## src/rtl/grant_hold_ctrl.sv

```systemverilog
// grant_hold_ctrl: holds a one-hot grant for one tenure. A tenure is bounded by a
// beat budget (MAX_BEATS), by the granted requester dropping its request, or,
// when the macro GRANT_TIMEOUT_EN is defined, by a watchdog that expires after
// TIMEOUT_CYC BUSY cycles without a done beat.
// The grant register keeps the last winner across REL/IDLE so the upstream
// rotation has a stable pointer. Only reset clears it.
module grant_hold_ctrl #(
  parameter int unsigned CHANNELS    = 8,
  parameter int unsigned MAX_BEATS   = 4,
  parameter int unsigned TIMEOUT_CYC = 16
) (
  input  logic                clk,
  input  logic                reset,
  input  logic [CHANNELS-1:0] req,
  input  logic [CHANNELS-1:0] next_grant,
  input  logic                done,
  output logic [CHANNELS-1:0] grant,
  output logic                grant_valid,
  output logic [3:0]          beat_cnt,
  output logic                rel,
  output logic                timeout
);

  localparam int unsigned BEAT_W = 4;
  localparam logic [BEAT_W-1:0] LAST_BEAT = BEAT_W'(MAX_BEATS - 1);

  // Reject out-of-range configurations at elaboration time
  if (MAX_BEATS == 0 || MAX_BEATS > 15) begin : g_bad_max_beats
    $error("grant_hold_ctrl: MAX_BEATS must be within 1..15");
  end
  if (TIMEOUT_CYC == 0 || TIMEOUT_CYC > 255) begin : g_bad_timeout_cyc
    $error("grant_hold_ctrl: TIMEOUT_CYC must be within 1..255");
  end

  typedef enum logic [1:0] {
    S_IDLE = 2'd0,
    S_BUSY = 2'd1,
    S_REL  = 2'd2
  } state_e;

  state_e              state_q, state_d;
  logic [CHANNELS-1:0] grant_q, grant_d;
  logic                grant_valid_q, grant_valid_d;
  logic [BEAT_W-1:0]   beat_cnt_q, beat_cnt_d;
  logic                rel_q, rel_d;
  logic                req_lost_c;
  logic                beats_spent_c;

`ifdef GRANT_TIMEOUT_EN
  localparam int unsigned WD_W = 8;
  localparam logic [WD_W-1:0] WD_LAST = WD_W'(TIMEOUT_CYC - 1);

  logic [WD_W-1:0] wdog_q, wdog_d;
  logic            timeout_q, timeout_d;
  logic            wdog_expire_c;
`endif

  // Isolate the lowest set bit, which keeps the loaded grant one-hot
  function automatic logic [CHANNELS-1:0] lowest_set(input logic [CHANNELS-1:0] v);
    return v & (~v + CHANNELS'(1));
  endfunction

  // Release conditions evaluated against the held grant
  always_comb begin
    req_lost_c    = ((req & grant_q) == '0);
    beats_spent_c = done && (beat_cnt_q == LAST_BEAT);
  end

`ifdef GRANT_TIMEOUT_EN
  // Watchdog expires when the idle-beat count reaches its limit with no done this cycle
  always_comb begin
    wdog_expire_c = (state_q == S_BUSY) && !done && (wdog_q == WD_LAST);
  end
`endif

  // Next-state and registered-output computation
  always_comb begin
    state_d       = state_q;
    grant_d       = grant_q;
    grant_valid_d = 1'b0;
    beat_cnt_d    = beat_cnt_q;
    rel_d         = 1'b0;
`ifdef GRANT_TIMEOUT_EN
    wdog_d        = wdog_q;
    timeout_d     = 1'b0;
`endif

    case (state_q)
      S_IDLE: begin
        beat_cnt_d = '0;
        if (next_grant != '0) begin
          state_d       = S_BUSY;
          grant_d       = lowest_set(next_grant);
          grant_valid_d = 1'b1;
`ifdef GRANT_TIMEOUT_EN
          wdog_d        = '0;
`endif
        end
      end

      S_BUSY: begin
        grant_valid_d = 1'b1;
        // A beat landing in the release cycle is still recorded
        if (done) begin
          beat_cnt_d = beat_cnt_q + BEAT_W'(1);
        end
`ifdef GRANT_TIMEOUT_EN
        wdog_d = done ? '0 : wdog_q + WD_W'(1);
        if (beats_spent_c || req_lost_c || wdog_expire_c) begin
          state_d       = S_REL;
          grant_valid_d = 1'b0;
          rel_d         = 1'b1;
          timeout_d     = wdog_expire_c;
          wdog_d        = '0;
        end
`else
        if (beats_spent_c || req_lost_c) begin
          state_d       = S_REL;
          grant_valid_d = 1'b0;
          rel_d         = 1'b1;
        end
`endif
      end

      S_REL: begin
        state_d    = S_IDLE;
        beat_cnt_d = '0;
      end

      default: begin
        state_d    = S_IDLE;
        beat_cnt_d = '0;
      end
    endcase
  end

  // State and output registers; reset aborts any tenure silently
  always_ff @(posedge clk or negedge reset) begin
    if (!reset) begin
      state_q       <= S_IDLE;
      grant_q       <= '0;
      grant_valid_q <= 1'b0;
      beat_cnt_q    <= '0;
      rel_q         <= 1'b0;
    end else begin
      state_q       <= state_d;
      grant_q       <= grant_d;
      grant_valid_q <= grant_valid_d;
      beat_cnt_q    <= beat_cnt_d;
      rel_q         <= rel_d;
    end
  end

`ifdef GRANT_TIMEOUT_EN
  // Watchdog counter and timeout pulse registers
  always_ff @(posedge clk or negedge reset) begin
    if (!reset) begin
      wdog_q    <= '0;
      timeout_q <= 1'b0;
    end else begin
      wdog_q    <= wdog_d;
      timeout_q <= timeout_d;
    end
  end

  assign timeout = timeout_q;
`else
  assign timeout = 1'b0;
`endif

  assign grant       = grant_q;
  assign grant_valid = grant_valid_q;
  assign beat_cnt    = beat_cnt_q;
  assign rel         = rel_q;

endmodule

```

## config.mk

```make
export PLATFORM = sky130hd
export DESIGN_NAME = grant_hold_ctrl
export DESIGN_NICKNAME = d
export VERILOG_FILES = /design/src/rtl/grant_hold_ctrl.sv
export SDC_FILE = /design/constraint.sdc
export NUM_CORES = 1
export LEC_CHECK = 0
export ABC_AREA = 0
export CORE_MARGIN = 2
export CORE_UTILIZATION = 38
export DETAILED_ROUTE_END_ITERATION = 10
export GPL_TIMING_DRIVEN = 1
export PLACE_DENSITY = 0.73
export SETUP_SLACK_MARGIN = 0.15
export SYNTH_ARGS = -nofsm -noshare
export SYNTH_HDL_FRONTEND = slang
export SYNTH_SLANG_ARGS = --single-unit
```

## constraint.sdc

```tcl
create_clock -name clk -period 3.2 [get_ports clk]
set_clock_uncertainty 0.1 [all_clocks]
set_input_delay 0.48 -clock clk [delete_from_list [all_inputs] [get_ports clk]]
set_output_delay 0.48 -clock clk [all_outputs]
set_load 0.05 [all_outputs]
```

Word-level counts from Yosys, hierarchy flattened
Cells that the tools add are included.
Storage, ports and cells
  register bits: 16
  bits in latches: 0
  memory bits (writable): 0
  ROM bits: 0
  output and inout port bits: 15
  memories kept: 0
Cells by class
  $add $sub $neg: 2
  multiply operators: 0
  divide/modulo/power cells: 0
  magnitude comparators: 0
  eq/ne operators: 5
  shifts and indexed selects: 0
  multiplexer cells: 10
  bitwise operators: 3
  reductions and logical operators: 7
Operators by type and width (number)
  AND 8 bit: 2
  adder 8 x 1 -> 8 bit, second input constant: 1
  logical NOT 8 bit: 1
  2-to-1 mux 4 bit: 2
  inverter 8 bit: 1
  nonzero test 8 bit: 1
  inequality test 2 bit, second input constant: 3
  adder 4 x 1 -> 4 bit, second input constant: 1
  == test 4 x 2 -> 1 bit, second input constant: 1
  2-to-1 mux 1 bit: 4
  2-to-1 mux 2 bit: 2
  case mux 2 bit (2 select lines): 1
  AND reduction 2 bit: 2
  == test 2 x 1 -> 1 bit, second input constant: 1
  logical NOT 2 bit: 1
  case mux 1 bit (2 select lines): 1
  logical AND 1 bit: 1
  logical OR 1 bit: 1

Longest topological paths before layout
  word-level depth: 5
  depth in mapped cells: 4
  gate-level depth less buffers: 4

Least setup slack after synthesis
No wires, ideal clock.
  kind: reg2reg
  start point: reg beat_cnt_q[0], in the netlist beat_cnt[0]
  end point: reg grant_valid_q, in the netlist grant_valid
  library setup time: 0.120 ns
  arrival: 1.541 ns
  data required time: 2.980 ns
  setup slack: 1.439 ns
  cell stages (with the launch flop): 5
  buffers on the path: 0
  clock period less this slack: 1.761 ns
  path through: dfrtp_1 -> ha_1 -> nand2_1 -> or3_1 -> a31o_2
Between the ends
  cells in the longest elaborated chain, start to end: 5
Ends and longest elaborated chain
  from (decl): RTL line 44  | logic [BEAT_W-1:0] beat_cnt_q, beat_cnt_d;
  from (signal assigned): RTL line 149  | beat_cnt_q <= beat_cnt_d;
  == test 4 x 2 -> 1 bit: RTL line 66  | beats_spent_c = done && (beat_cnt_q == LAST_BEAT);
  logical AND 1 bit: RTL line 66
  logical OR 1 bit: RTL line 117  | if (beats_spent_c || req_lost_c) begin
  2-to-1 mux 1 bit: RTL line 117
  case mux 1 bit (2 select lines): RTL line 88  | case (state_q)
  net grant_valid_d: RTL line 43  | logic grant_valid_q, grant_valid_d;
  to (signal assigned): RTL line 148  | grant_valid_q <= grant_valid_d;
  to (decl): RTL line 43
The timed path passes the listed nets, and every way through them passes these cells.
A chain may end at the register's enable or synchronous reset.

Worst setup path after layout
  start point: reg beat_cnt_q[0], in the netlist beat_cnt[0]
  end point: out beat_cnt[0]
RTL lines
  to (decl): RTL line 19  | output logic [3:0] beat_cnt,
No word-level cell between the ends.

==> results.yml <==
run_status:
  outcome: "complete, no violations"
hold_path:
  hold_path_startpoint: "grant[1]$_DFFE_PN0P_"
  worstHoldPathCells: 1
  hold_path.class: "flop to flop"
  worstHoldEndpoint: "grant[1]$_DFFE_PN0P_"
setup_path:
  start_kind: "flop"
  worstSetupPathType: "flop to output pin"
  cp-end-kind: "output pin"
  critical_path.max_fanout: 4
  critPathTopFamily: "buffers and inverters"
  arrival_ns: 1.54
  path_buf_inv: 1
  worstPathRequired_ns: 2.62
  timing.rr.start: "beat_cnt[0]$_DFFE_PN0P_"
  worstReg2RegEnd: "grant_valid$_DFF_PN0_"
  cp_cell_sequence: "clkdlybuf4s50_1"
  cp_slowest_stage_delay_ns: 0.83
  ff2ff_setup_slack_ns: 1.68
  slowest_stage: "clkdlybuf4s50_1"
  reg2reg_depth: 4
sta:
  final-setup-viol-count: 0
  setup_ws_ns: 1.08
  grt_setup_unrepaired: "no"
  drv_slew: 0
  hold_violations: 0
  max_freq_mhz: 471
  layout_min_cycle_time_ns: 2.12
  fin_setup_tns_ns: 0
  max-slew-margin-rel_pct: 53.3
  fin_crit_sh_pct: 66.3
  worst_pin_slew_ns: 0.698
die:
  die_y_um: 49.2
  core-area_um2: 1940
  dieArea_um2: 2420
  start_util_pct: 39.9
  rows: 16
  die_x_um: 49.2
  io_pins: 34
placement:
  dpl_cell_area_um2: 1120
  place.gp.congestion: 0.851
  port_buffers: 32
  dp_slack_ns: 1.04
  hpwl_mm: 1.41
  dp_cells: 127
global_route:
  grt_pass1_wl_mm: 3.01
  grt_overflow_total: 0
  grt_pass1_vias: 645
  antenna_found_initial: 0
  gr-usage-all-layers_pct: 16.9
  grt_max_degree: 17
cts:
  cts.clk_slew.worst_paths_ns: 0.09
  cts-root-buf: "clkbuf_4"
  clock_latency_ns: 0.29
  clock_sinks: 16
  cts_setup_buffers: 0
  cts_tree: "done"
  cts_buffer_depth: 2
  cts_resized: 0
  cts-buffers-inserted: 3
  htreeDepth: 1
  ctsHoldBuffers: 0
layout:
  area_growth_pct: 49.4
  final_area_um2: 1160
  instances_no_fill: 131
  nets: 125
  final_util_pct: 59.7
  diodes: 0
  fillers: 181
  drive_gt1_share_pct: 10.6
pwr:
  power_density_nw_per_um2: 782
  peakVddDrop_v: 0.000453
  power.leakage_uw: 0.000473
yosys:
  ys_ff_latch: 16
  synth_top_area_share_pct: 51.6
  netlist_area_um2: 776
  yosys-top-cells-area: "dfrtp_1 (52%), mux2_4 (5.8%), o21ai_0 (3.9%), a22oi_1 (3.9%), a311oi_4 (3.4%)"
  postSynthCellCount: 69
  seq_area_frac_synth_pct: 51.6
  synth_most_common_cell: "dfrtp_1"
  synth_edf_count: 0
  synth_common_cells: "dfrtp_1 (16), nor2_1 (7), o21ai_0 (6)"
  async_reset_ff_share_pct: 100
  yosysWarnings: 0
  yosysUniqueCellTypes: 26
  syn_nets: 89
  yosysTopAreaCell: "dfrtp_1"
  synth_flop_cell: "dfrtp_1"
  syn_avg_cell_area_um2: 11.2
route:
  wl_mm: 1.79
  vias: 658
  drt_pre_antenna_iters: 4
  dr.first_iter.drc_count: 7
  post_drt_wl_per_cell_um: 13.7
  drc: 0
  postRouteAntennaNets: 0
  vias_per_cell: 5.02
run:
  drv_cap: 0
==> layer usage <==
metal | global-route usage, % | wire length, um
met5 | 0 | 0
met4 | 8.57 | 30
met3 | 5.21 | 110
met2 | 27.7 | 891
met1 | 19.7 | 760
==> worst max-delay path by stage <==
stage | slack (ns) | cells past startpoint | endpoint | startpoint
4_1_cts | 1.07 | 1 | beat_cnt[0] | beat_cnt[0]$_DFFE_PN0P_
6_report | 1.08 | 1 | beat_cnt[0] | beat_cnt[0]$_DFFE_PN0P_
3_3_place_gp | 1.05 | 4 | grant[0]$_DFFE_PN0P_ | next_grant[2]
5_1_grt | 1.01 | 1 | beat_cnt[2] | beat_cnt[2]$_DFFE_PN0P_
3_5_place_dp | 1.04 | 4 | grant[0]$_DFFE_PN0P_ | next_grant[2]
2_1_floorplan | 1.44 | 4 | grant_valid$_DFF_PN0_ | beat_cnt[0]$_DFFE_PN0P_
==> cell families after synthesis <==
kind of cell	after synthesis	share of synthesized area [%]
DFF	16	51.6
adders and majority gates	1	1.61
muxes	4	7.10
other	1	0.483
and+or+nand+nor	21	16.0
buffers and inverters	5	2.90
xor gates and xnor gates	3	3.39
AOI/OAI and AO/OA	18	16.9
==> sequential cells by signal, indices dropped and copies added (netlist names) <==
signal	cells
grant	8
state_q	2
grant_valid	1
beat_cnt	4
rel	1
==> cells in the final DEF, fill, tap and decap left out <==
| cell | synthesis | layout |
|---|---|---|
| clkdlybuf4s50_1 | 0 | 32 |
| dfrtp_1 | 16 | 16 |
| nor2_1 | 7 | 7 |
| o21ai_0 | 6 | 6 |
| a22oi_1 | 4 | 4 |
| inv_1 | 4 | 4 |
| a21oi_1 | 4 | 4 |
| mux2_4 | 3 | 3 |
| clkbuf_4 | 0 | 3 |
| nand4_1 | 2 | 2 |
| nand2_1 | 2 | 2 |
| a31o_2 | 2 | 2 |
| nor2b_1 | 2 | 2 |
| nand3_1 | 2 | 2 |
| xor2_1 | 2 | 2 |
| nand2b_1 | 1 | 1 |
| or3_1 | 1 | 1 |
| nor4_4 | 1 | 1 |
| a311oi_4 | 1 | 1 |
| nand4b_1 | 1 | 1 |
| nor3_1 | 1 | 1 |
| nor3b_1 | 1 | 1 |
| o31ai_1 | 1 | 1 |
| mux2i_1 | 1 | 1 |
| xnor2_1 | 1 | 1 |
| ha_1 | 1 | 1 |
| conb_1 | 1 | 1 |
| clkbuf_8 | 0 | 1 |
==> metrics by stage <==
step | total power, uW | hold slack [ns]
3_3_place_gp | 768 | 0.428
2_1_floorplan | 619 | 0.0844
6_report | 906 | 0.451
3_5_place_dp | 777 | 0.425
5_1_grt | 958 | 0.484
4_1_cts | 911 | 0.450
==> area by class of cell <==
cell class	instances	area [um2]	area share, %
Timing Repair Buffer	32	320	27.6
Multi-Input combinational cell	48	353	30.5
Clock buffer	4	36.3	3.13
Inverter	4	15.0	1.30
Tap cell	27	33.8	2.92
Sequential cell	16	400	34.6
==> power breakdown <==
group	internal [uW]	switching [uW]
combinational	184	273
sequential	257	54.5
clock	69.4	67.6
total	511	396
Note: power is estimated with default switching activity, not from simulation.
